==> src/rtl/sega6_pkg.sv <==
// rtl/sega6_pkg.sv - shared constants for the Sega DB9 pad reader
// Purpose: scan phase numbers, raw pin indices and output word field indices.
// Output word layout (active-low): [11]=M [10]=X [9]=Y [8]=Z [7]=S [6]=A [5]=C [4]=B [3]=R [2]=L [1]=D [0]=U
package sega6_pkg;

   // Scan phases with an action; every later phase just parks select high.
   localparam int PH_SEL_LO0 = 0;
   localparam int PH_SEL_HI0 = 1;
   localparam int PH_DPAD    = 2;
   localparam int PH_START_A = 3;
   localparam int PH_SEL_LO2 = 4;
   localparam int PH_SIX_DET = 5;
   localparam int PH_XYZM    = 6;

   // Raw pin vector layout {p9,p6,right,left,down,up}
   localparam int PIN_U  = 0;
   localparam int PIN_D  = 1;
   localparam int PIN_L  = 2;
   localparam int PIN_R  = 3;
   localparam int PIN_P6 = 4;
   localparam int PIN_P9 = 5;

   // Output word fields
   localparam int B_U = 0;
   localparam int B_D = 1;
   localparam int B_L = 2;
   localparam int B_R = 3;
   localparam int B_B = 4;
   localparam int B_C = 5;
   localparam int B_A = 6;
   localparam int B_S = 7;
   localparam int B_Z = 8;
   localparam int B_Y = 9;
   localparam int B_X = 10;
   localparam int B_M = 11;

   localparam logic [11:0] IDLE_WORD = 12'hFFF;

endpackage

==> src/rtl/sega6_port_decode.sv <==
// rtl/sega6_port_decode.sv - per-port button word and six-button flag decoder
// Ports:
//   clk, reset  : clock_48 domain clock, async active-high reset
//   tick        : scan strobe; the action of the current phase runs on it
//   phase       : current scan phase (before increment)
//   pins        : synchronised pad pins {p9,p6,right,left,down,up}
//   word        : registered active-low MXYZ SACB RLDU word
//   six         : six-button pad seen during the last completed scan
module sega6_port_decode
   import sega6_pkg::*;
#(
   parameter int PHASE_BITS = 8
) (
   input  logic                  clk,
   input  logic                  reset,
   input  logic                  tick,
   input  logic [PHASE_BITS-1:0] phase,
   input  logic [5:0]            pins,
   output logic [11:0]           word,
   output logic                  six
);

   // Set when the third select-low pulse reads all directions low, which
   // only a six-button pad does; published at the XYZM phase.
   logic six_tmp;

   always_ff @(posedge clk or posedge reset) begin
      if (reset) begin
         word    <= IDLE_WORD;
         six_tmp <= 1'b0;
         six     <= 1'b0;
      end else if (tick) begin
         case (phase)
            PHASE_BITS'(PH_DPAD): begin
               word[B_R:B_U] <= pins[PIN_R:PIN_U];
               word[B_C:B_B] <= pins[PIN_P9:PIN_P6];
               six_tmp       <= 1'b0;
            end
            PHASE_BITS'(PH_START_A): begin
               // R and L both low with select low identifies a Mega Drive pad;
               // otherwise it is a Master System pad with no Start/A.
               if (!pins[PIN_R] && !pins[PIN_L])
                  word[B_S:B_A] <= pins[PIN_P9:PIN_P6];
               else
                  word[B_S:B_B] <= {2'b11, pins[PIN_P9:PIN_P6]};
            end
            PHASE_BITS'(PH_SIX_DET): begin
               if (pins[PIN_R:PIN_U] == 4'b0000)
                  six_tmp <= 1'b1;
            end
            PHASE_BITS'(PH_XYZM): begin
               word[B_M:B_Z] <= six_tmp ? pins[PIN_R:PIN_U] : 4'hF;
               six           <= six_tmp;
            end
            default: ;
         endcase
      end
   end

endmodule

==> src/rtl/sega6_joy_reader.sv <==
// rtl/sega6_joy_reader.sv - two-port Sega DB9 joystick scanner (SMS 2-btn, MD 3/6-btn)
// Ports:
//   clk          : clock_48 domain clock
//   reset        : async active-high reset
//   scan_tick    : single-cycle strobe advancing the scan phase
//   joy1_pins_i  : raw port 1 pins, active-low {p9,p6,right,left,down,up}
//   joy2_pins_i  : raw port 2 pins, same layout
//   joyX_p7_o    : shared pad select line
//   joy1_s/joy2_s: active-low MXYZ SACB RLDU words
//   joy1_six/joy2_six : six-button pad detected on the last completed scan
module sega6_joy_reader
   import sega6_pkg::*;
#(
   parameter int PHASE_BITS  = 8,
   parameter int SYNC_STAGES = 2
) (
   input  logic        clk,
   input  logic        reset,
   input  logic        scan_tick,
   input  logic [5:0]  joy1_pins_i,
   input  logic [5:0]  joy2_pins_i,
   output logic        joyX_p7_o,
   output logic [11:0] joy1_s,
   output logic [11:0] joy2_s,
   output logic        joy1_six,
   output logic        joy2_six
);

   logic [5:0]            j1_sync [SYNC_STAGES];
   logic [5:0]            j2_sync [SYNC_STAGES];
   logic [PHASE_BITS-1:0] phase;

   // Synchronisers preset to all-ones so a reset looks like an idle pad.
   always_ff @(posedge clk or posedge reset) begin
      if (reset) begin
         for (int i = 0; i < SYNC_STAGES; i++) begin
            j1_sync[i] <= '1;
            j2_sync[i] <= '1;
         end
      end else begin
         j1_sync[0] <= joy1_pins_i;
         j2_sync[0] <= joy2_pins_i;
         for (int i = 1; i < SYNC_STAGES; i++) begin
            j1_sync[i] <= j1_sync[i-1];
            j2_sync[i] <= j2_sync[i-1];
         end
      end
   end

   // Free-running phase counter; natural binary wrap closes the scan cycle.
   always_ff @(posedge clk or posedge reset) begin
      if (reset)
         phase <= '0;
      else if (scan_tick)
         phase <= phase + 1'b1;
   end

   // Select goes low on the even phases up to XYZM and stays high for the
   // rest of the cycle so the pad's internal counter times out and resets.
   always_ff @(posedge clk or posedge reset) begin
      if (reset)
         joyX_p7_o <= 1'b1;
      else if (scan_tick)
         joyX_p7_o <= !((phase <= PHASE_BITS'(PH_XYZM)) && !phase[0]);
   end

   sega6_port_decode #(.PHASE_BITS(PHASE_BITS)) u_port1 (
      .clk   (clk),
      .reset (reset),
      .tick  (scan_tick),
      .phase (phase),
      .pins  (j1_sync[SYNC_STAGES-1]),
      .word  (joy1_s),
      .six   (joy1_six)
   );

   sega6_port_decode #(.PHASE_BITS(PHASE_BITS)) u_port2 (
      .clk   (clk),
      .reset (reset),
      .tick  (scan_tick),
      .phase (phase),
      .pins  (j2_sync[SYNC_STAGES-1]),
      .word  (joy2_s),
      .six   (joy2_six)
   );

endmodule
==> config.mk <==
export PLATFORM = sky130hd
export DESIGN_NAME = sega6_joy_reader
export DESIGN_NICKNAME = d
export VERILOG_FILES = /design/src/rtl/sega6_pkg.sv /design/src/rtl/sega6_port_decode.sv /design/src/rtl/sega6_joy_reader.sv
export SDC_FILE = /design/constraint.sdc
export NUM_CORES = 1
export LEC_CHECK = 0
export ABC_AREA = 1
export CORE_MARGIN = 2
export CORE_UTILIZATION = 45
export DETAILED_ROUTE_END_ITERATION = 10
export HOLD_SLACK_MARGIN = 0.02
export PLACE_DENSITY = 0.7
export REMOVE_ABC_BUFFERS = 1
export SYNTH_ARGS = -nofsm -noshare
export SYNTH_HDL_FRONTEND = slang
export SYNTH_SLANG_ARGS = --single-unit
==> constraint.sdc <==
create_clock -name clk -period 2.05 [get_ports clk]
set_clock_uncertainty 0.05 [all_clocks]
set_input_delay 0.3075 -clock clk [delete_from_list [all_inputs] [get_ports clk]]
set_output_delay 0.3075 -clock clk [all_outputs]
set_load 0.005 [all_outputs]
==> results of run 1 <==
[through the flow]
| step | instance area (um^2) | utilization |
|---|---|---|
| 2_1_floorplan | 2371 | - |
| 3_3_place_gp | 2904 | 0.5650 |
| 3_5_place_dp | 2904 | 0.5650 |
| 4_1_cts | 3095 | 0.6022 |
| 5_1_grt | 3095 | 0.6022 |
| 6_report | 3095 | 0.6022 |
[final timing paths]
kind / start / to / slack [ps]
setup / recovery: u_port1.word[5] / joy1_s[5] / 310
hold / removal: reset / u_port2.six_tmp / 300
setup reg to reg: phase[0] / u_port1.word[9] / 310
hold reg to reg: j1_sync[6] / j1_sync[0] / 300
max in group asynchronous: reset / u_port1.word[6] / 1350
min in group clk: j1_sync[6] / j1_sync[0] / 300
[Yosys cell counts (all sizes together)]
master	instances	share of area
a21oi	3	0.0063
nand2	46	0.078
o21ai	14	0.042
nor2	37	0.060
ha	3	0.016
dfrtp	12	0.13
dfstp	49	0.54
xor2	3	0.011
nand4	3	0.0078
o211ai	1	0.0031
nand3	18	0.047
nor3	3	0.0083
a31oi	1	0.0026
inv	24	0.038
xnor2	2	0.0073
buf	3	0.013
[flip-flops by register name (all words and copies together), names as in the netlist]
signal,count
j1_sync,12
j2_sync,12
joyX_p7_o,1
phase,8
u_port1.six,1
u_port1.six_tmp,1
u_port1.word,12
u_port2.six,1
u_port2.six_tmp,1
u_port2.word,12
[layout make-up]
type / count / area, um^2 / share of cell area
clock buffers: 11 / 141.4 / 0.04568
repair buffers: 44 / 445.4 / 0.1439
multi-input cells: 134 / 693.2 / 0.2239
clock inverters: 5 / 50.05 / 0.01617
flip-flops and latches: 61 / 1588 / 0.5129
inverters: 24 / 90.09 / 0.02910
well taps: 70 / 87.58 / 0.02829
[layer usage]
metal / global-route usage / vias to the layer above
li1: - / 800
met1: 0.2132 / 748
met2: 0.2412 / 37
met3: 0.03882 / 6
met4: 0.1018 / 0
met5: 0 / -
[cell families after synthesis]
kind of cell	after synthesis	synth area share
AND/OR/NAND/NOR	107	0.2011
flip-flops	61	0.6613
buffers and inverters	27	0.05003
AO/OA/AOI/OAI	19	0.05368
XOR/XNOR	5	0.01824
adder cells (fa/ha/maj)	3	0.01563
[where the power goes]
| group | internal [W] | total, W | switching, W | leakage [nW] |
|---|---|---|---|---|
| sequential | 0.00171 | 0.00194 | 0.000232 | 0.671 |
| clock | 0.000586 | 0.00102 | 0.000435 | 0.103 |
| combinational | 0.000663 | 0.00119 | 0.000530 | 0.615 |
| total | 0.00296 | 0.00415 | 0.00120 | 1.39 |
==> results.md, run 1 <==
- I/O pin cnt: 42
- Setup TNS Final: 0 ps
- Layout fillers: between 400 and 500
- Via Count: between 1500 and 2000
- Antenna viol nets, final: 0
- Post-CTS Hold Fix Bufs: 0
- Die H: 77.05 um
- Cell area power density: between 1000 and 1500 nW/um^2
- Hold Crit Class: in -> async
- TritonCTS clock tree: yes
- Initial antenna violation count: 0
- Top achievable clock speed: roughly 0.57 GHz
- DRT Pass-1 Iters: 5
- Cell count after synthesis: about 220
- Worst path top cell family by delay: flip-flops
- Top Metal Used: met4
- CP bufs+invs: 1
- Slowest-stage cell, CP: dfstp_2
- Non-filler cells, final: between 300 and 400
- CP Cell Sequence: clkdlybuf4s50_1
- CP Class: reg -> out
- Static Leak: between 1 and 1.5 nW
- Commonest non-fill, non-tap cell in the layout: dfstp_2
- Fin crit share: 0.8495
- Final net count: 292
- WP depth: 1
- Num CTS Buffers: 9
- Distinct cells, synth: 25
- Cell area after synthesis: around 2400 um^2
- Yosys warnings: 0
- VDD IR max: 0.9639 mV
- HPWL Detailed: 2944 um
- Crit-path max FO: 2
- Syn Area/Cell: between 10 and 15 um^2
- Met3 Wirelength: around 180 um
- Final Hold Fails: 0
- Starting Density: 0.4671
- Outcome: complete, no violations
- Rel. slew slack: 0.7968
- Vias in the first global route: 1600
- WL met2: around 2000 um
- CTS clock-pin slew for the worst setup and hold paths: approximately 70 ps
- Commonest non-fill, non-tap cells in the layout: dfstp_2 (49), nand2_1 (42), clkdlybuf4s50_1 (41), nor2_1 (35), inv_1 (21)
- Via-to-Cell Ratio: approximately 4.6
- Area growth, synth to finish: 28.92%
- Drt total wl: 4260 um
- Crit path largest cell delay: between 500 and 600 ps
- Largest net degree at the start of global routing: between 60 and 70
- CP Launch Type: flop
- Diode count: 0
- Clock Sinks: ~60
- Max Cap Violations: 0
- I/O Buffers: 41
- #FFs+latches synth: 61
- Dpl cells: roughly 330
- Row count: 26
- RSZ-0062 raised after global routing: false
- M1 WL: 2019 um
- Htree depth: 3
- Critical Path AT: between 1000 and 1500 ps
- Layout cells sized above 1: 0.3154
- Setup violations, final: 0
- WHS: ~300 ps
- R2R depth: 8
- Critical path capture point type: primary output
- Dpl ws: around 280 ps
- DRC: 0
- CP Data Required Time: 1690 ps
- Post-layout minimum cycle time: about 1700 ps
- Die X: between 70 and 80 um
- Clock root buffer: clkbuf_8
- Post_cts resized: 0
- Power Total: slightly above 0.004 W
- Setup repair bufs after CTS: 0
- Total gr overflow: 0
- Drt first-iter violations: 89
- WL per Instance: approximately 12 um
- Core area: 5140 um^2
- Setup ws final: ~310 ps
- RePlAce Congestion: just under 0.8
- First-pass GRT wire length: ~7300 um
- Clock latency on the worst-skew pair: between 300 and 400 ps
- Slew @ Worst Pin: 304.8 ps
- Clock Path Buffers: 2
- Slew Viols, Final: 0
- Die area: 5936 um^2
- GRT Total Usage: 0.1618
- Sequential-to-total area share from yosys stat: 0.6613
(Power assumes the default switching activity.)
==> run 2: changes to the inputs <==
==> constraint.sdc (replaced) <==
create_clock -name clk -period 1.65 [get_ports clk]
set_clock_uncertainty 0.05 [all_clocks]
set_input_delay 0.2475 -clock clk [delete_from_list [all_inputs] [get_ports clk]]
set_output_delay 0.2475 -clock clk [all_outputs]
set_load 0.005 [all_outputs]
==> results.md, run 2 (same netlist as run 1, synthesis figures left out) <==
- Via Count: 1639 (+3.0%)
- Final core utilization: 0.6151 (+0.01290)
- Total gr overflow: 0 (unchanged)
- Dpl cells: 338 (+1.5%)
- Setup ws final: 128.7 ps (-179.8 ps)
- Worst path top cell family by delay: buffers and inverters
- GRT Total Usage: 0.1589 (-0.002956)
- Cell area power density: 1648 nW/um^2 (+23%)
- HPWL Detailed: 2964 um (+0.66%)
- Outcome: complete, no violations
- Clock Sinks: 61 (unchanged)
- Vias in the first global route: 1602 (+0.13%)
- Core area: 5140 um^2 (unchanged)
- Rel. slew slack: 0.7932 (-0.003638)
- Post-layout minimum cycle time: between 1500 and 2000 ps
- Via-to-Cell Ratio: 4.630 (+1.6%)
- I/O Buffers: 41 (unchanged)
- RePlAce Congestion: 0.8377 (+7.9%)
- Setup violations, final: 0 (unchanged)
- Static Leak: 1.455 nW (+4.8%)
- Diode count: 0 (unchanged)
- Layout cells sized above 1: 0.3345 (+0.01909)
- VDD IR max: 0.7596 mV (-21%)
- Fin crit share: 0.9220
- Clock root buffer: clkbuf_8
- WL per Instance: 12.04 um (-1.4%)
- Die X: 77.05 um (unchanged)
- Antenna viol nets, final: 0 (unchanged)
- Slew @ Worst Pin: 310.3 ps (+5.458 ps)
- Commonest non-fill, non-tap cell in the layout: dfstp_2
- Clock latency on the worst-skew pair: 340 ps (about the same)
- Final net count: 297 (+1.7%)
- Die H: 77.05 um (unchanged)
- DRC: 0 (unchanged)
- Row count: 26 (unchanged)
- Hold Crit Class: in -> async
- CP Launch Type: flop
- DRT Pass-1 Iters: 5 (unchanged)
- Critical path capture point type: primary output
- I/O pin cnt: 42 (unchanged)
- Setup repair bufs after CTS: 0 (unchanged)
- Starting Density: 0.4671 (unchanged)
- Initial antenna violation count: 0 (unchanged)
- CP Cell Sequence: clkdlybuf4s50_1
- Dpl ws: -11.89 ps (-294.5 ps)
- Non-filler cells, final: 354 (+1.4%)
- Final Hold Fails: 0 (unchanged)
- Crit path largest cell delay: 520 ps (-30 ps)
- Num CTS Buffers: 9 (unchanged)
- RSZ-0062 raised after global routing: false
- Slowest-stage cell, CP: clkdlybuf4s50_1
- Commonest non-fill, non-tap cells in the layout: dfstp_2 (49), nand2_1 (42), nor2_1 (35), dlygate4sd2_1 (25), inv_1 (21)
- Critical Path AT: 1220 ps (-160 ps)
- Htree depth: 3 (unchanged)
- Largest net degree at the start of global routing: 62 (unchanged)
- CP Class: reg -> out
- Area growth, synth to finish: 31.68%
- Clock Path Buffers: 2 (unchanged)
- Slew Viols, Final: 0 (unchanged)
- Crit-path max FO: 2 (unchanged)
- First-pass GRT wire length: 7265 um (-1.0%)
- CTS clock-pin slew for the worst setup and hold paths: 70 ps (about the same)
- CP bufs+invs: 1 (unchanged)
- Top achievable clock speed: around 0.66 GHz
- Drt first-iter violations: 110 (+24%)
- Max Cap Violations: 0 (unchanged)
- CP Data Required Time: 1350 ps (-340 ps)
- Drt total wl: 4262 um (about the same)
- TritonCTS clock tree: yes
- WHS: 232.7 ps (-67.52 ps)
- Die area: 5936 um^2 (unchanged)
run 2: area by class of cell:
type / instances / area (um^2)
Sequential cell: 61 / 1588
Timing Repair Buffer: 49 / 455.4
Multi-Input combinational cell: 134 / 719.4
Fill cell: 487 / 1978
Clock inverter: 7 / 97.59
Tap cell: 70 / 87.58
Inverter: 24 / 90.09
Clock buffer: 9 / 123.9
run 2: path summary, 6_finish.rpt:
path | from | endpoint | slack (ps) | depth (start not counted)
worst max-delay path | u_port2.six | joy2_six | 130 | 1
worst min-delay path | reset | phase[7] | 230 | 3
worst max register to register | phase[0] | u_port2.word[11] | 160 | 8
worst min register to register | j2_sync[6] | j2_sync[0] | 310 | 0
max in group asynchronous | reset | u_port2.word[4] | 1010 | 3
min in group clk | joy1_pins_i[4] | j1_sync[10] | 250 | 1
run 2: per-stage QoR:
stage / total power [W] / TNS (ps) / cell area, um^2
floorplan: 0.003101 / -1806 / 2371
CTS: 0.005222 / 0 / 3132
finish: 0.005209 / 0 / 3162
global route: 0.005551 / 0 / 3162
global placement: 0.003923 / 0 / 2942
detailed placement: 0.003952 / -11.89 / 2942
run 2: repair_timing:
action                                  in CTS  in global routing
resized for setup                           25                  5
hold buffers                                 0                  0
endpoints found under the setup margin      25                 10
run 2: metal layers:
layer | track usage | vias up | routed length (um)
met1 | 0.2039 | 778 | 2009
met4 | 0.09107 | 0 | 91
met3 | 0.04000 | 9 | 179
met5 | 0 | - | 0
met2 | 0.2456 | 38 | 1982
li1 | - | 814 | -
run 2: report_power, final:
part           internal (W)  total, W  switching [W]
clock              0.000854   0.00145       0.000597
sequential          0.00212   0.00238       0.000264
combinational      0.000678   0.00138       0.000697
total               0.00365   0.00521        0.00156
